**src/rtl/if_prefetch_unit.sv**
```systemverilog
// Fetch front-end: credit-limited sequential IMEM requests, in-order prefetch queue, redirect flush/squash.
// Optional JAL predecode redirect when IF_JAL_PREDECODE_EN is defined.
module if_prefetch_unit #(
  parameter int unsigned     XLEN     = 32,
  parameter int unsigned     DEPTH    = 4,
  parameter logic [XLEN-1:0] RESET_PC = '0
) (
  input  logic            clk,
  input  logic            rst,
  input  logic            redirect_valid,
  input  logic [XLEN-1:0] redirect_pc,
  output logic            imem_req_valid,
  input  logic            imem_req_ready,
  output logic [XLEN-1:0] imem_req_addr,
  input  logic            imem_rsp_valid,
  input  logic [31:0]     imem_rsp_data,
  output logic            if_valid,
  input  logic            if_ready,
  output logic [XLEN-1:0] if_pc,
  output logic [31:0]     if_inst,
  output logic            if_pred_taken
);

  localparam int unsigned AW = $clog2(DEPTH);
  localparam int unsigned CW = AW + 1;
  localparam logic [CW:0] CREDIT_LIMIT = (CW+1)'(DEPTH);
  localparam logic [XLEN-1:0] WORD_MASK = ~XLEN'(3);

  logic [XLEN-1:0] fetch_pc;
  logic [XLEN-1:0] fly_pc [DEPTH];
  logic [AW-1:0]   fly_wr, fly_rd;
  logic [CW-1:0]   outstanding, outstanding_next, discard;

  logic [XLEN-1:0] q_pc   [DEPTH];
  logic [31:0]     q_inst [DEPTH];
  logic [AW-1:0]   q_head, q_tail;
  logic [CW-1:0]   q_count;

  logic [CW:0]     credit_sum;
  logic            req_fire, rsp_keep, rsp_jal, push, pop;
  logic [XLEN-1:0] rsp_pc, jal_target;

  // Every issued request already owns a queue slot, so a kept response can always be pushed.
  assign credit_sum       = {1'b0, q_count} + {1'b0, outstanding};
  assign imem_req_valid   = !rst && !redirect_valid && (credit_sum < CREDIT_LIMIT);
  assign imem_req_addr    = fetch_pc;
  assign req_fire         = imem_req_valid && imem_req_ready;
  assign rsp_pc           = fly_pc[fly_rd];
  assign rsp_keep         = imem_rsp_valid && (discard == '0);
  assign push             = rsp_keep && !redirect_valid;
  assign pop              = if_valid && if_ready;
  assign outstanding_next = outstanding + CW'(req_fire) - CW'(imem_rsp_valid);

`ifdef IF_JAL_PREDECODE_EN
  logic [XLEN-1:0] j_imm;
  logic            q_pred [DEPTH];

  assign j_imm      = {{(XLEN-20){imem_rsp_data[31]}}, imem_rsp_data[19:12], imem_rsp_data[20],
                       imem_rsp_data[30:21], 1'b0};
  assign rsp_jal    = rsp_keep && (imem_rsp_data[6:0] == 7'b1101111);
  assign jal_target = (rsp_pc + j_imm) & WORD_MASK;

  always_ff @(posedge clk) begin
    if (push) q_pred[q_tail] <= rsp_jal;
  end

  assign if_pred_taken = if_valid ? q_pred[q_head] : 1'b0;
`else
  assign rsp_jal       = 1'b0;
  assign jal_target    = '0;
  assign if_pred_taken = 1'b0;
`endif

  // NOTE: storage arrays carry no reset; validity lives in the counters and the head outputs are
  // masked with if_valid, so stale contents are never observable.
  always_ff @(posedge clk) begin
    if (req_fire) fly_pc[fly_wr] <= fetch_pc;
    if (push) begin
      q_pc[q_tail]   <= rsp_pc;
      q_inst[q_tail] <= imem_rsp_data;
    end
  end

  // NOTE: all state updates use non-blocking assignments so every branch sees pre-edge values.
  always_ff @(posedge clk) begin
    if (rst) begin
      fetch_pc    <= RESET_PC;
      fly_wr      <= '0;
      fly_rd      <= '0;
      outstanding <= '0;
      discard     <= '0;
      q_head      <= '0;
      q_tail      <= '0;
      q_count     <= '0;
    end else begin
      if (req_fire)       fly_wr <= fly_wr + AW'(1);
      if (imem_rsp_valid) fly_rd <= fly_rd + AW'(1);
      outstanding <= outstanding_next;

      if (redirect_valid) begin
        // Everything still in flight after this cycle belongs to the abandoned path.
        fetch_pc <= redirect_pc & WORD_MASK;
        discard  <= outstanding_next;
        q_head   <= '0;
        q_tail   <= '0;
        q_count  <= '0;
      end else begin
        if (rsp_jal) begin
          fetch_pc <= jal_target;
          discard  <= outstanding_next;
        end else begin
          if (req_fire) fetch_pc <= fetch_pc + XLEN'(4);
          if (imem_rsp_valid && (discard != '0)) discard <= discard - CW'(1);
        end
        if (push) q_tail <= q_tail + AW'(1);
        if (pop)  q_head <= q_head + AW'(1);
        q_count <= q_count + CW'(push) - CW'(pop);
      end
    end
  end

  assign if_valid = (q_count != '0);
  assign if_pc    = if_valid ? q_pc[q_head]   : '0;
  assign if_inst  = if_valid ? q_inst[q_head] : '0;

endmodule

```
**config.mk**
```make
export PLATFORM = sky130hd
export DESIGN_NAME = if_prefetch_unit
export DESIGN_NICKNAME = d
export VERILOG_FILES = /design/src/rtl/if_prefetch_unit.sv
export SDC_FILE = /design/constraint.sdc
export NUM_CORES = 1
export LEC_CHECK = 0
export BUFFER_PORTS_ARGS = -buffer_cell sky130_fd_sc_hd__clkbuf_2
export CAP_MARGIN = 30
export CORE_ASPECT_RATIO = 1.5
export CORE_MARGIN = 3
export CORE_UTILIZATION = 50
export DETAILED_ROUTE_END_ITERATION = 10
export GPL_TIMING_DRIVEN = 0
export HOLD_SLACK_MARGIN = 0.05
export PLACE_DENSITY_LB_ADDON = 0.25
export SLEW_MARGIN = 10
export SYNTH_ARGS = -nofsm -noshare
export SYNTH_HDL_FRONTEND = slang
export SYNTH_SLANG_ARGS = --single-unit
```
**constraint.sdc**
```tcl
create_clock -name clk -period 2.8 [get_ports clk]
set_input_delay 0.14 -clock clk [delete_from_list [all_inputs] [get_ports clk]]
set_output_delay 0.14 -clock clk [all_outputs]
set_load 0.01 [all_outputs]
```
# Word level (Yosys, flattened, before mapping)
# Memory sizes are Yosys's and may differ from the RTL's. A register that Yosys moved wholly into a read port is not among the register bits.
# Index checks and enable logic that the tools add are counted.
# classes
n_reduce_logical	15
bitwise_logic	0
n_div	0
mux	16
addsub	11
eq_ne	0
magnitude_cmp	1
n_shift	0
n_mul	0
# ops
cell	n
$mux 32	4
$add 32x3->32 const B	1
$mux 2	6
$add 2x1->2 const B	4
$logic_and 1x1->1	7
$add 3x1->3	2
$mux 3	2
$reduce_bool 3->1	2
$sub 3x1->3	2
$add 3x3->4	1
$lt 4x3->1 const B	1
$mux 1	4
$reduce_bool 2->1	2
$logic_not 3->1	1
$sub 3x1->3 const B	1
$logic_not 1->1	2
$reduce_or 2->1	1
# totals
romBits	0
inputBits	70
latchBits	0
out_inout_bits	99
mem_bits_rw	384
regBits	49
memories	3
# mem_list
memory	words	word_bits	rd	rd_ports_with_merged_regs	wr	line	text
fly_pc	4	32	1	1	1	30	logic [XLEN-1:0] fly_pc [DEPTH];
q_inst	4	32	1	1	1	35	logic [31:0] q_inst [DEPTH];
q_pc	4	32	1	1	1	34	logic [XLEN-1:0] q_pc [DEPTH];

# Longest topological paths before layout
# depth
ltp_word	7
mapped_depth	13
mapped_depth_nobuf	12

# Least setup slack after synthesis
# Ideal clock, no wire load.
# synth_timing
kind	register -> register
from	register discard[0]
to	memory q_inst[0][0], enable pin
synth_period_minus_slack_ns	2.789
path_stages_with_launch	6
setup_slack_ns	0.011
arrival_time_ns	2.363
cell_sequence	dfxtp_1 -> inv_1 -> ha_1 -> nand3_1 -> nor2_1 -> and2_1
# synth_via
elab_chain_len	5
# synth_rtl
element	line	text
from (decl)	32	logic [CW-1:0] outstanding, outstanding_next, discard;
from (signal assigned)	103	discard <= outstanding_next;
from (signal assigned)	110	discard <= outstanding_next;
from (signal assigned)	113	if (imem_rsp_valid && (discard != '0)) discard <= discard - CW'(1);
$logic_not 3->1	49	assign rsp_keep = imem_rsp_valid && (discard == '0);
$logic_and 1x1->1	49	
$logic_and 1x1->1	50	assign push = rsp_keep && !redirect_valid;
$mux 1	78	if (push) begin
$mux 1 (not written as such)	80	q_inst[q_tail] <= imem_rsp_data;
to (decl)	35	
# No other way between the ends.

# Worst setup path after layout
# layout_timing
from	register q_count[1]
to	register discard[2]
# layout_via
elab_chain_len	7
# layout_rtl
element	line	text
from (decl)	37	logic [CW-1:0] q_count;
from (signal assigned)	117	q_count <= q_count + CW'(push) - CW'(pop);
$add 3x3->4	44	assign credit_sum = {1'b0, q_count} + {1'b0, outstanding};
$lt 4x3->1	45	assign imem_req_valid = !rst && !redirect_valid && (credit_sum < CREDIT_LIMIT);
$logic_and 1x1->1	45	
$logic_and 1x1->1	47	assign req_fire = imem_req_valid && imem_req_ready;
$add 3x1->3	52	assign outstanding_next = outstanding + CW'(req_fire) - CW'(imem_rsp_valid);
$sub 3x1->3	52	
$mux 3	100	if (redirect_valid) begin
# No other way between the ends.
# A chain may end at the register's enable or synchronous reset.

==> out/metrics.yaml <==
status:
  status: "completed"
floorplan:
  coreArea_um2: 32600
  num_io_pins: 169
  row_count: 81
  die_area_um2: 35500
  start_util: 0.508
  die_w_um: 155
  die_y_um: 229
placement:
  dp_hpwl_um: 21200
  pre_cts_ws_ns: -0.516
  dp.cells: 1504
  gp_congestion: 0.858
  portBuffers: 160
  place_area_um2: 18100
global_routing:
  met3_usage: 0.0293
  gr-total-overflow: 0
  grt_pass1_vias: 9576
  grt_max_degree: 51
  grt_antenna_before_repair: 0
  grt_pass1_wl_um: 52700
  grtUsageMet2: 0.343
  met1_usage: 0.239
  top_usage_layer: "met2"
  grt_usage: 0.190
worst_setup_path:
  cp-start-kind: "register"
  slowest_stage: "dfxtp_1"
  crit_fanout: 16
  worstPathArrival_ns: 3.03
  path_common_cell: "ha_1"
  crit_required_ns: 3.19
  crit_type: "reg2reg"
  critPathMaxStageDelay_ns: 0.41
  crit_chain: "ha_1 > a311oi_2 > and2_4 > inv_4 > ha_1 > inv_1 > ha_1 > fa_1 > xnor2_1 > nor2_1 > nand2_1 > o21ai_0"
  crit_path_end_kind: "register"
clock_tree:
  clkTransAtPathRegs_ns: 0.07
  root_buffer: "clkbuf_16"
  cts_tree: "built"
  cts.sinks: 419
  cts_buffers: 37
  htreeDepth: 2
  clock_latency_ns: 0.52
  clk_path_buf_depth: 3
timing:
  max_freq_mhz: 378
  finalCriticalPeriod_ns: 2.64
  maxSlewHeadroom: 0.407
  tightest_slew_ns: 0.889
  layout_setup_ws_ns: 0.156
  drv_slew: 0
  finalSetupViolCount: 0
  clock_skew_ns: 0.0123
  grt_setup_unrepaired: "yes"
  period_share: 0.944
  worst_hold_slack_ns: 0.128
  hold_viol_final: 0
  tns_ns: 0
routing:
  firstDrtPassIters: 5
  wirelength_um: 33300
  first_iter_violations: 622
  antenna_left: 0
  avgRoutedWirePerCell_um: 20.3
  route.detailed.drc: 0
  drt-vias-per-instance: 5.58
  num_vias: 9127
power_and_ir_drop:
  power_mw: 13.7
  p_int_mw: 10.7
  p_sw_mw: 3.04
  vdd_drop_max_mv: 0.460
  power.density_nw_per_um2: 686
  power_frac_clock: 0.371
  swShare: 0.221
  pwr-share-seq: 0.528
  comb_power_share: 0.100
  power_leakage_nw: 6.91
synthesis:
  ys_ff_latch: 419
  netlist_area_um2: 16600
  yosysMostFrequentCell: "edfxtp_1"
  ys_warn_count: 0
  synth_xor_area_frac: 0.00686
  yosys-top-cells-count: "edfxtp_1, mux4_2, and2_1"
  synth_top_family_by_area: "multiplexers"
  synth_top_area_frac: 0.666
  synth_compound_area_frac: 0.0294
  synth.avg_cell_area_um2: 18.0
  netlist_instances: 920
  synth_cell_type_count: 57
  synth_area_leaders: "edfxtp_1, mux4_2, dfxtp_1"
  synth_fa_ha_area_frac: 0.0152
  ys_seq_area_frac: 0.727
  async_flop_share: 0
  synth_simple_gate_area_share: 0.0743
  ys.flop_type: "edfxtp_1"
  synth-edff-count: 368
  yosysTopAreaCell: "edfxtp_1"
  synth_mux_area_frac: 0.128
cells_and_area:
  fin_area_um2: 20000
  final-instance-count-excl-fill: 1635
  multi_input_area_um2: 4270
  final_net_count: 1281
  final_core_util: 0.612
  area_growth_pct: 20.4
  n_fill_cell: 2397
  drive_gt1_frac: 0.290
  regArea_um2: 12100
flow_run:
  maxCapViolCount: 0
hold_path:
  hp-class: "in2reg"
## placed cells by master (no fill, tap or decap), types with 18 or more instances in the layout
cell	Yosys	layout
inv_1	18	18
dfxtp_1	51	50
mux4_2	92	92
and2_1	75	70
nor2_1	39	39
clkbuf_2	0	167
a21oi_1	23	22
dlygate4sd3_1	0	64
clkbuf_1	30	30
edfxtp_1	368	368
nand2_1	36	36
clkbuf_16	0	39
## power groups by stage
stage	clock network, mW	registers [mW]	logic, mW
global route	5.46	7.27	1.52
floorplan	0	7.35	0.825
finish	5.09	7.25	1.38
global placement	0	7.38	1.27
detailed placement	0	7.38	1.32
CTS	5.21	7.25	1.40
## per-layer routing
metal,share of wire,vias up
met5,0,-
met4,0.021,0
met3,0.049,50
met2,0.53,304
met1,0.40,4598
li1,-,4175
## critical path, delay by kind of cell (launching register included)
| family | cells | cell delay [ns] |
|---|---|---|
| AOI/OAI and AO/OA | 2 | 0.35 |
| xor gates and xnor gates | 1 | 0.16 |
| adders and majority gates | 4 | 1.11 |
| buffers and inverters | 2 | 0.13 |
| DFF | 1 | 0.41 |
| and+or+nand+nor | 3 | 0.35 |
## what timing repair did
item                                   CTS  global route
pin swaps                                1             1
setup buffers                            1             0
hold buffers                            64             0
setup endpoints to repair               67           112
gates resized for setup                  4            14
endpoints found under the hold margin  161             0
## registers in the layout, summed over array words and instances (netlist names), 3 cells and up, named ones only
signal and cells:
outstanding 3, q_count 3, discard 3, q_pc 120, fly_pc 120, q_inst 128, imem_req_addr 30
## final timing paths
kind / from / end / slack [ns] / cells past startpoint
worst max-delay path: q_count[1]$_SDFF_PP0_ / discard[2]$_SDFFE_PP0P_ / 0.16 / 12
worst min-delay path: if_ready / q_head[0]$_SDFFE_PP0P_ / 0.13 / 4
worst max register to register: q_count[1]$_SDFF_PP0_ / discard[2]$_SDFFE_PP0P_ / 0.16 / 12
worst min register to register: fly_wr[1]$_SDFFE_PP0P_ / fly_wr[1]$_SDFFE_PP0P_ / 0.51 / 2
## cell families after synthesis
kind of cell	count (synthesis)
compound gates	77
xor+xnor	13
fa+ha+maj	19
buf+inv	71
flops	419
mux	98
other cells	1
simple gates	222
## cell type report
type	count	share of cell area
inverter	20	0.00388
antenna	1	0.000125
multi-input combinational	434	0.214
sequential	419	0.604
clock inverter	18	0.0105
clock buffer	48	0.0505
timing repair buffer	232	0.0798
buffer	48	0.0111
tap	415	0.0260
No activity file was read; power rests on OpenSTA's default activity.
